File: config.mk
export PLATFORM = sky130hd
export DESIGN_NAME = borrow_lookahead_sub
export DESIGN_NICKNAME = d
export VERILOG_FILES = /design/src/rtl/borrow_lookahead_sub.sv
export SDC_FILE = /design/constraint.sdc
export NUM_CORES = 1
export LEC_CHECK = 0
export CAP_MARGIN = 15
export CORE_AREA = 3 3 301 303
export DETAILED_ROUTE_END_ITERATION = 16
export DIE_AREA = 0 0 304 306
export GPL_TIMING_DRIVEN = 1
export PLACE_DENSITY = 0.61
export SETUP_SLACK_MARGIN = 0.3
export SYNTH_ARGS = -nofsm -noshare
export SYNTH_HDL_FRONTEND = slang
export SYNTH_SLANG_ARGS = --single-unit
File: constraint.sdc
create_clock -name iClk -period 16.1 [get_ports iClk]
set_input_delay 3.22 -clock iClk [delete_from_list [all_inputs] [get_ports iClk]]
set_output_delay 3.22 -clock iClk [all_outputs]
set_load 0.01 [all_outputs]
File: src/rtl/borrow_lookahead_sub.sv
// Multi-cycle wide subtractor: one LIMB_WIDTH slice per cycle, LSB limb first,
// each limb built from chained 4-bit borrow-lookahead groups.
module borrow_lookahead_sub #(
    parameter int OPERAND_WIDTH = 256,
    parameter int LIMB_WIDTH    = 64
) (
    input  logic                     iClk,
    input  logic                     iRst,
    input  logic                     iValid,
    output logic                     oReady,
    input  logic [OPERAND_WIDTH-1:0] iA,
    input  logic [OPERAND_WIDTH-1:0] iB,
    input  logic                     iBorrow,
    output logic                     oValid,
    input  logic                     iReady,
    output logic [OPERAND_WIDTH-1:0] oDiff,
    output logic                     oBorrow
);

    localparam int NLIMB  = OPERAND_WIDTH / LIMB_WIDTH;
    localparam int CNT_W  = (NLIMB > 1) ? $clog2(NLIMB) : 1;
    localparam int NGROUP = LIMB_WIDTH / 4;
    localparam logic [CNT_W-1:0] LAST_LIMB = CNT_W'(NLIMB - 1);

    typedef enum logic [1:0] {
        IDLE,
        CALC,
        DONE
    } state_t;

    state_t                   state_q;
    state_t                   state_d;
    logic [CNT_W-1:0]         limb_cnt_q;
    logic [OPERAND_WIDTH-1:0] a_q;
    logic [OPERAND_WIDTH-1:0] b_q;
    logic [OPERAND_WIDTH-1:0] diff_q;
    logic                     borrow_q;
    logic [LIMB_WIDTH-1:0]    limb_a;
    logic [LIMB_WIDTH-1:0]    limb_b;
    logic [LIMB_WIDTH-1:0]    limb_diff;
    logic                     limb_bout;

    // Returns {borrow_out, diff[3:0]}; every internal borrow is a flat sum of products.
    function automatic logic [4:0] group_sub(input logic [3:0] a, input logic [3:0] b,
                                             input logic bin);
        logic [3:0] g;
        logic [3:0] p;
        logic [3:0] bb;
        logic       bout;
        g     = ~a & b;
        p     = ~(a ^ b);
        bb[0] = bin;
        bb[1] = g[0] | (p[0] & bin);
        bb[2] = g[1] | (p[1] & g[0]) | (p[1] & p[0] & bin);
        bb[3] = g[2] | (p[2] & g[1]) | (p[2] & p[1] & g[0]) | (p[2] & p[1] & p[0] & bin);
        bout  = g[3] | (p[3] & g[2]) | (p[3] & p[2] & g[1]) | (p[3] & p[2] & p[1] & g[0])
              | (&p & bin);
        return {bout, a ^ b ^ bb};
    endfunction

    function automatic logic [LIMB_WIDTH:0] limb_sub(input logic [LIMB_WIDTH-1:0] a,
                                                     input logic [LIMB_WIDTH-1:0] b,
                                                     input logic bin);
        logic [LIMB_WIDTH-1:0] d;
        logic                  c;
        logic [4:0]            r;
        c = bin;
        d = '0;
        for (int gi = 0; gi < NGROUP; gi++) begin
            r            = group_sub(a[gi*4 +: 4], b[gi*4 +: 4], c);
            d[gi*4 +: 4] = r[3:0];
            c            = r[4];
        end
        return {c, d};
    endfunction

    always_comb begin
        limb_a = a_q[int'(limb_cnt_q)*LIMB_WIDTH +: LIMB_WIDTH];
        limb_b = b_q[int'(limb_cnt_q)*LIMB_WIDTH +: LIMB_WIDTH];
        {limb_bout, limb_diff} = limb_sub(limb_a, limb_b, borrow_q);
    end

    always_ff @(posedge iClk) begin
        if (iRst) begin
            state_q <= IDLE;
        end else begin
            state_q <= state_d;
        end
    end

    always_comb begin
        state_d = state_q;
        case (state_q)
            IDLE:    if (iValid) state_d = CALC;
            CALC:    if (limb_cnt_q == LAST_LIMB) state_d = DONE;
            DONE:    if (iReady) state_d = IDLE;
            default: state_d = IDLE;
        endcase
    end

    // Operands are only read during CALC, so they need no reset.
    always_ff @(posedge iClk) begin
        if (state_q == IDLE && iValid) begin
            a_q <= iA;
            b_q <= iB;
        end
    end

    always_ff @(posedge iClk) begin
        if (iRst) begin
            limb_cnt_q <= '0;
            borrow_q   <= 1'b0;
            diff_q     <= '0;
        end else begin
            case (state_q)
                IDLE: begin
                    if (iValid) begin
                        borrow_q   <= iBorrow;
                        limb_cnt_q <= '0;
                    end
                end
                CALC: begin
                    diff_q[int'(limb_cnt_q)*LIMB_WIDTH +: LIMB_WIDTH] <= limb_diff;
                    borrow_q   <= limb_bout;
                    limb_cnt_q <= limb_cnt_q + CNT_W'(1);
                end
                default: ;
            endcase
        end
    end

    assign oReady  = (state_q == IDLE);
    assign oValid  = (state_q == DONE);
    assign oDiff   = diff_q;
    assign oBorrow = borrow_q;

endmodule
==> results of run 1 <==
## layer usage
| layer | vias up | global-route usage, % | share of wire [%] |
|---|---|---|---|
| met5 | - | 0 | 0 |
| met4 | 0 | 6.24 | 2.6 |
| met3 | 130 | 6.30 | 8.2 |
| met2 | 868 | 38.6 | 51 |
| met1 | 10600 | 25.5 | 38 |
| li1 | 9352 | - | - |
## how the worst min path moves through the flow
stage / start / endpoint / slack, ns / depth (start not counted)
finish: oDiff[255] / oDiff[255] / 0.46 / 2
global route: oDiff[127] / oDiff[127] / 0.49 / 2
CTS: oDiff[255] / oDiff[255] / 0.47 / 2
detailed placement: oDiff[255] / oDiff[255] / 0.46 / 2
global placement: oDiff[191] / oDiff[191] / 0.45 / 2
floorplan: state_q[1] / state_q[0] / 0.47 / 1
## cell families after synthesis
| logic type | after synthesis | synth area share [%] |
|---|---|---|
| compound gates | 390 | 9.25 |
| xor+xnor | 41 | 1.20 |
| fa+ha+maj | 85 | 3.88 |
| buf+inv | 221 | 2.74 |
| flops | 773 | 67.5 |
| mux | 134 | 9.65 |
| simple gates | 400 | 5.75 |
## state kept, by name, summed over array words and instances (netlist names)
register    cells
a_q           256
b_q           256
limb_cnt_q      2
oBorrow         1
oDiff         256
state_q         2
## cell type report
class,count,area (um2),share of cell area [%]
Clock buffer,118,2370,5.60
Clock inverter,40,362,0.856
Inverter,102,383,0.906
Multi-Input combinational cell,1050,9130,21.6
Sequential cell,773,20600,48.8
Tap cell,1165,1460,3.45
Timing Repair Buffer,796,7930,18.8
## critical path, delay by kind of cell, from the launching register on
kind	cells	cell delay, ns
buf+inv	3	1.55
simple gates	5	1.25
compound gates	4	1.25
fa+ha+maj	2	0.81
flops	1	0.72
mux	1	0.59
xor+xnor	1	0.58
## power breakdown
part           switching, mW  internal (mW)
logic                  0.430          0.319
clock network          0.813           1.07
registers             0.0336           2.22
total                   1.28           3.61
## Yosys cell counts, drive strengths merged (8+ instances only)
library cell,number
a21o,17
edfxtp,512
o21ai,30
a21oi,62
fa,16
nand2,38
o21bai,9
nand4,10
nand3,23
clkbuf,80
xnor2,15
buf,39
nor3,15
a311o,10
nor3b,10
nor2,271
inv,102
o31ai,8
ha,69
mux4,128
xor2,26
nor4,12
dfxtp,261
a22oi,222
## stage by stage
step | utilization, % | worst slack (ns) | total power, mW
5_1_grt | 47.9 | 8.59 | 5.08
3_3_place_gp | 44.8 | 8.88 | 3.03
6_report | 47.9 | 9.09 | 4.89
4_1_cts | 47.9 | 9.08 | 4.94
3_5_place_dp | 44.8 | 8.66 | 3.05
2_1_floorplan | - | 5.88 | 2.69
==> reports/results.tsv, run 1 <==
stage	metric	value	unit
sta	headroom to the max-slew limit	17.7	%
synth	count of flip-flops with a built-in enable after synthesis	512	
grt	via count of the first global-routing pass	22100	
synth	Syn Inst Count	2044	
synth	Post-Syn Area per Cell	14.9	um2
placement	Post-Place Cells	3886	
synth	total standard cell area after synthesis	30500	um2
synth	flop and latch count out of synthesis	773	
sta	Final setup viols	0	
status	result of the run	complete, no violations	
critical_path	Crit. Startpoint	limb_cnt_q[0]	
grt	global-route wire length before repair	149000	um
floorplanning	Chip Height	306	um
routing	number of iterations in the first detailed-routing pass	7	
routing	post-detailed-route DRC marker count	0	
clocking	Hold-fix buffers, CTS	0	
floorplanning	Top Ports	776	
clocking	TritonCTS Buffers	84	
grt	largest net degree at the start of global routing	184	
synth	area share of the leading cell type in the synthesized netlist	50.4	%
critical_path	Crit. End Element	flip-flop	
final_layout	most frequent standard cell in the layout excluding fill and tap cells	clkdlybuf4s50_1	
clocking	clock transition at the registers of the reported paths	0.06	ns
placement	weighted congestion at the end of routability-driven global placement	0.838	
clocking	number of buffers between clock root and the deepest sink	3	
placement	placed standard-cell area	39500	um2
power	power per cell area	116	nW/um2
floorplanning	floorplan core area	88200	um2
sta	Peak Freq	0.143	GHz
critical_path	max incr delay on CP	0.73	ns
placement	IO buf count	775	
critical_path	startpoint type of the worst setup path	flip-flop	
final_layout	post-route non-filler standard cell count	4044	
critical_path	category of the critical setup timing path	reg -> reg	
clocking	TritonCTS clock tree	done	
critical_path	arrival time at the worst endpoint	7.57	ns
floorplanning	Die Outline Area	93000	um2
final_layout	number of antenna repair diodes	0	
critical_path	CP Cell Sequence	buf_4 > buf_4 > mux4_2 > ha_1 > and2_1 > nor3b_1 > buf_4 > a22oi_1 > o211ai_2 > nor4_2 > nor2_2 > a21o_2 > fa_1 > xnor2_1 > a22oi_1 > nor2_1	
sta	number of endpoints with negative hold slack in the final report	0	
routing	Iteration-0 DRC Markers	1709	
critical_path	worst reg2reg path startpoint	limb_cnt_q[0]	
final_layout	area growth from synthesis to layout	38.5	%
final_layout	commonest cells after routing, fill and taps aside	clkdlybuf4s50_1 (774), edfxtp_1 (512), nor2_1 (266)	
sta	final-layout setup total negative slack	0	ns
clocking	setup repair bufs after CTS	0	
final_layout	Non-Filler Cell Area, Final	42200	um2
sta	clk_skew	0.0303	ns
critical_path	depth of the worst register-to-register path	16	
routing	total wirelength of the detailed-routed design	104000	um
critical_path	last element of the critical path	oDiff[125]	
synth	fraction of registers with async set/reset	0	%
placement	Detailed Place HPWL	76000	um
power	cell leakage power	14.7	nW
critical_path	critical path's slowest cell	buf_4	
sta	setup repair after global routing missed its margin	false	
critical_path	reg-to-reg slack, setup	9.09	ns
critical_path	CP most frequent cell	buf_4	
synth	Synth area leader	edfxtp_1	
final_layout	fraction of final layout cells sized beyond drive strength 1	11.0	%
critical_path	largest fanout on the critical path	40	
floorplanning	Row Count	109	
final_layout	# fillers	7588	
grt	residual overflow from global routing	0	
grt	initial antenna violation count	3	
synth	most used flip-flop cell after synthesis	edfxtp_1	
routing	post-DR wirelength/cell	25.7	um
synth	synth warn	0	
floorplanning	effective utilization at floorplan	34.6	%
grt	total global-route track usage	21.7	%
routing	via count	21000	
floorplanning	width of the chip	304	um
clocking	# clock sinks	773	
clocking	level count of the clock H-tree	3	
synth	top cells by area in the synthesized netlist	edfxtp_1 (50%), dfxtp_1 (17%), mux4_2 (9.4%)	
clocking	number of cells upsized or downsized after cts	0	
final_layout	Net count, final	3409	
clocking	clock root buffer master	clkbuf_16	
sta	Worst Max-Slew Pin Slew	1.23	ns
critical_path	CP Data Required Time	16.66	ns
clocking	clock insertion delay at the later pin of the skew report	0.64	ns
min_path	kind of path behind the tightest hold check	reg -> reg	
run	Max Cap Violations	0	
critical_path	worst flop-to-flop path endpoint	oDiff[125]	
sta	Period minus WS final	7.01	ns
synth	count of unique library cells instantiated by Yosys	69	
synth	sequential-to-total area share from yosys stat	67.5	%
sta	minimum hold slack	0.465	ns
routing	via density per instance	5.18	
sta	count of pins over their slew limit	0	
routing	count of antenna-violating nets left after detailed routing	0	
synth	Synth Net Count	2646	
power	worst ir drop on vdd	0.0797	mV
sta	part of the cycle the worst path needs	43.5	%
(Power assumes the default switching activity.)
==> run 2, diff against run 1 <==
--- a/config.mk
+++ b/config.mk
@@ -6,11 +6,11 @@
 export NUM_CORES = 1
 export LEC_CHECK = 0
 export CAP_MARGIN = 15
-export CORE_AREA = 3 3 301 303
+export CORE_AREA = 3 3 302 304
 export DETAILED_ROUTE_END_ITERATION = 16
-export DIE_AREA = 0 0 304 306
+export DIE_AREA = 0 0 305 307
 export GPL_TIMING_DRIVEN = 1
-export PLACE_DENSITY = 0.61
+export PLACE_DENSITY = 0.58
 export SETUP_SLACK_MARGIN = 0.3
 export SYNTH_ARGS = -nofsm -noshare
 export SYNTH_HDL_FRONTEND = slang
==> constraint.sdc (replaced) <==
create_clock -name iClk -period 7.1 [get_ports iClk]
set_input_delay 1.42 -clock iClk [delete_from_list [all_inputs] [get_ports iClk]]
set_output_delay 1.42 -clock iClk [all_outputs]
set_load 0.01 [all_outputs]
==> run 2 against run 1 <==
Compared with the run above: critical endpoint unchanged; clock skew fell by 0.0012 ns; largest cell class unchanged; hold slack better by 0.0087 ns; sequential power up 130%.
==> reports/results.tsv, run 2 (synthesized netlist as in run 1, its figures left out) <==
stage	metric	value	unit
power	worst ir drop on vdd	0.215	mV
floorplanning	Row Count	109	
clocking	clock transition at the registers of the reported paths	0.06	ns
clocking	setup repair bufs after CTS	0	
clocking	# clock sinks	773	
routing	count of antenna-violating nets left after detailed routing	0	
final_layout	fraction of final layout cells sized beyond drive strength 1	11.0	%
final_layout	Net count, final	3416	
power	power per cell area	263	nW/um2
grt	residual overflow from global routing	0	
floorplanning	effective utilization at floorplan	34.5	%
clocking	clock root buffer master	clkbuf_16	
placement	IO buf count	775	
placement	placed standard-cell area	39600	um2
floorplanning	Die Outline Area	93600	um2
critical_path	CP Data Required Time	7.66	ns
floorplanning	width of the chip	305	um
clocking	number of cells upsized or downsized after cts	0	
sta	number of endpoints with negative hold slack in the final report	0	
floorplanning	floorplan core area	88500	um2
final_layout	# fillers	7648	
grt	total global-route track usage	22.1	%
clocking	Hold-fix buffers, CTS	0	
critical_path	category of the critical setup timing path	reg -> reg	
clocking	clock insertion delay at the later pin of the skew report	0.65	ns
routing	Iteration-0 DRC Markers	1754	
critical_path	Crit. End Element	flip-flop	
sta	headroom to the max-slew limit	20.9	%
sta	Period minus WS final	6.27	ns
sta	Worst Max-Slew Pin Slew	1.18	ns
run	Max Cap Violations	0	
sta	final-layout setup total negative slack	0	ns
clocking	TritonCTS clock tree	done	
routing	via count	20900	
floorplanning	Top Ports	776	
routing	via density per instance	5.13	
sta	count of pins over their slew limit	0	
placement	Detailed Place HPWL	78700	um
clocking	level count of the clock H-tree	3	
sta	Final setup viols	0	
sta	Peak Freq	0.160	GHz
routing	total wirelength of the detailed-routed design	106000	um
clocking	TritonCTS Buffers	87	
sta	setup repair after global routing missed its margin	false	
critical_path	arrival time at the worst endpoint	6.83	ns
power	cell leakage power	14.8	nW
sta	part of the cycle the worst path needs	88.2	%
routing	post-DR wirelength/cell	26.1	um
final_layout	commonest cells after routing, fill and taps aside	clkdlybuf4s50_1 (774), edfxtp_1 (512), nor2_1 (266)	
routing	number of iterations in the first detailed-routing pass	5	
grt	global-route wire length before repair	151000	um
final_layout	area growth from synthesis to layout	39.2	%
placement	weighted congestion at the end of routability-driven global placement	0.845	
critical_path	startpoint type of the worst setup path	flip-flop	
final_layout	most frequent standard cell in the layout excluding fill and tap cells	clkdlybuf4s50_1	
status	result of the run	complete, no violations	
clocking	number of buffers between clock root and the deepest sink	3	
grt	initial antenna violation count	15	
final_layout	Non-Filler Cell Area, Final	42500	um2
grt	largest net degree at the start of global routing	147	
critical_path	largest fanout on the critical path	36	
min_path	kind of path behind the tightest hold check	reg -> reg	
sta	clk_skew	0.0291	ns
grt	via count of the first global-routing pass	22300	
floorplanning	Chip Height	307	um
routing	post-detailed-route DRC marker count	0	
-- run 2: where the power goes --
group	switching (mW)	leakage, nW	total, mW	internal (mW)
clock network	1.85	1.35	4.39	2.54
registers	0.0796	6.99	5.12	5.04
logic	0.945	6.43	1.67	0.728
total	2.88	14.8	11.2	8.31
-- run 2: metrics by stage --
stage | setup WS, ns | instances | utilization, % | hold WS (ns) | total power [mW]
2_1_floorplan | 1.51 | 2044 | - | 0.469 | 6.08
3_3_place_gp | 0.825 | 3889 | 44.7 | 0.449 | 6.85
3_5_place_dp | 0.695 | 3889 | 44.7 | 0.460 | 6.89
4_1_cts | 0.691 | 4051 | 47.9 | 0.471 | 11.3
5_1_grt | 0.488 | 4060 | 47.9 | 0.499 | 11.6
6_report | 0.835 | 4066 | 48.0 | 0.473 | 11.2
-- run 2: critical path, cell delays in order (launching register included) --
cell      delay (ns)
dfxtp_4         0.97
buf_4           0.44
mux4_2          0.58
ha_1            0.37
a21oi_1         0.19
o21ai_0         0.20
a22oi_1         0.63
o211ai_2        0.34
nor4_2          0.70
nor2_2          0.16
a21o_2          0.24
fa_1            0.46
xnor2_1         0.56
a22oi_1         0.15
nor2_1          0.16
-- run 2: layout make-up --
class	count	area, um2	share of cell area, %
multi-input combinational	1050	9130	21.5
tap	1165	1460	3.43
clock buffer	118	2400	5.66
inverter	102	383	0.902
sequential	773	20600	48.5
clock inverter	44	403	0.949
timing repair buffer	800	8030	18.9
antenna	14	35.0	0.0825
-- run 2: path summary, 6_finish.rpt --
kind	from	end	cells past startpoint	slack [ns]
max reg2reg	limb_cnt_q[0]	oDiff[125]	14	0.83
min reg2reg	oDiff[191]	oDiff[191]	2	0.47
min	oDiff[191]	oDiff[191]	2	0.47
max	limb_cnt_q[0]	oDiff[125]	14	0.83
-- run 2: per-layer routing --
layer  global-route usage, %  wire length, um
met3                    6.60             8750
met2                    38.6            53800
met4                    8.54             3730
met1                    25.6            39900
met5                       0                9
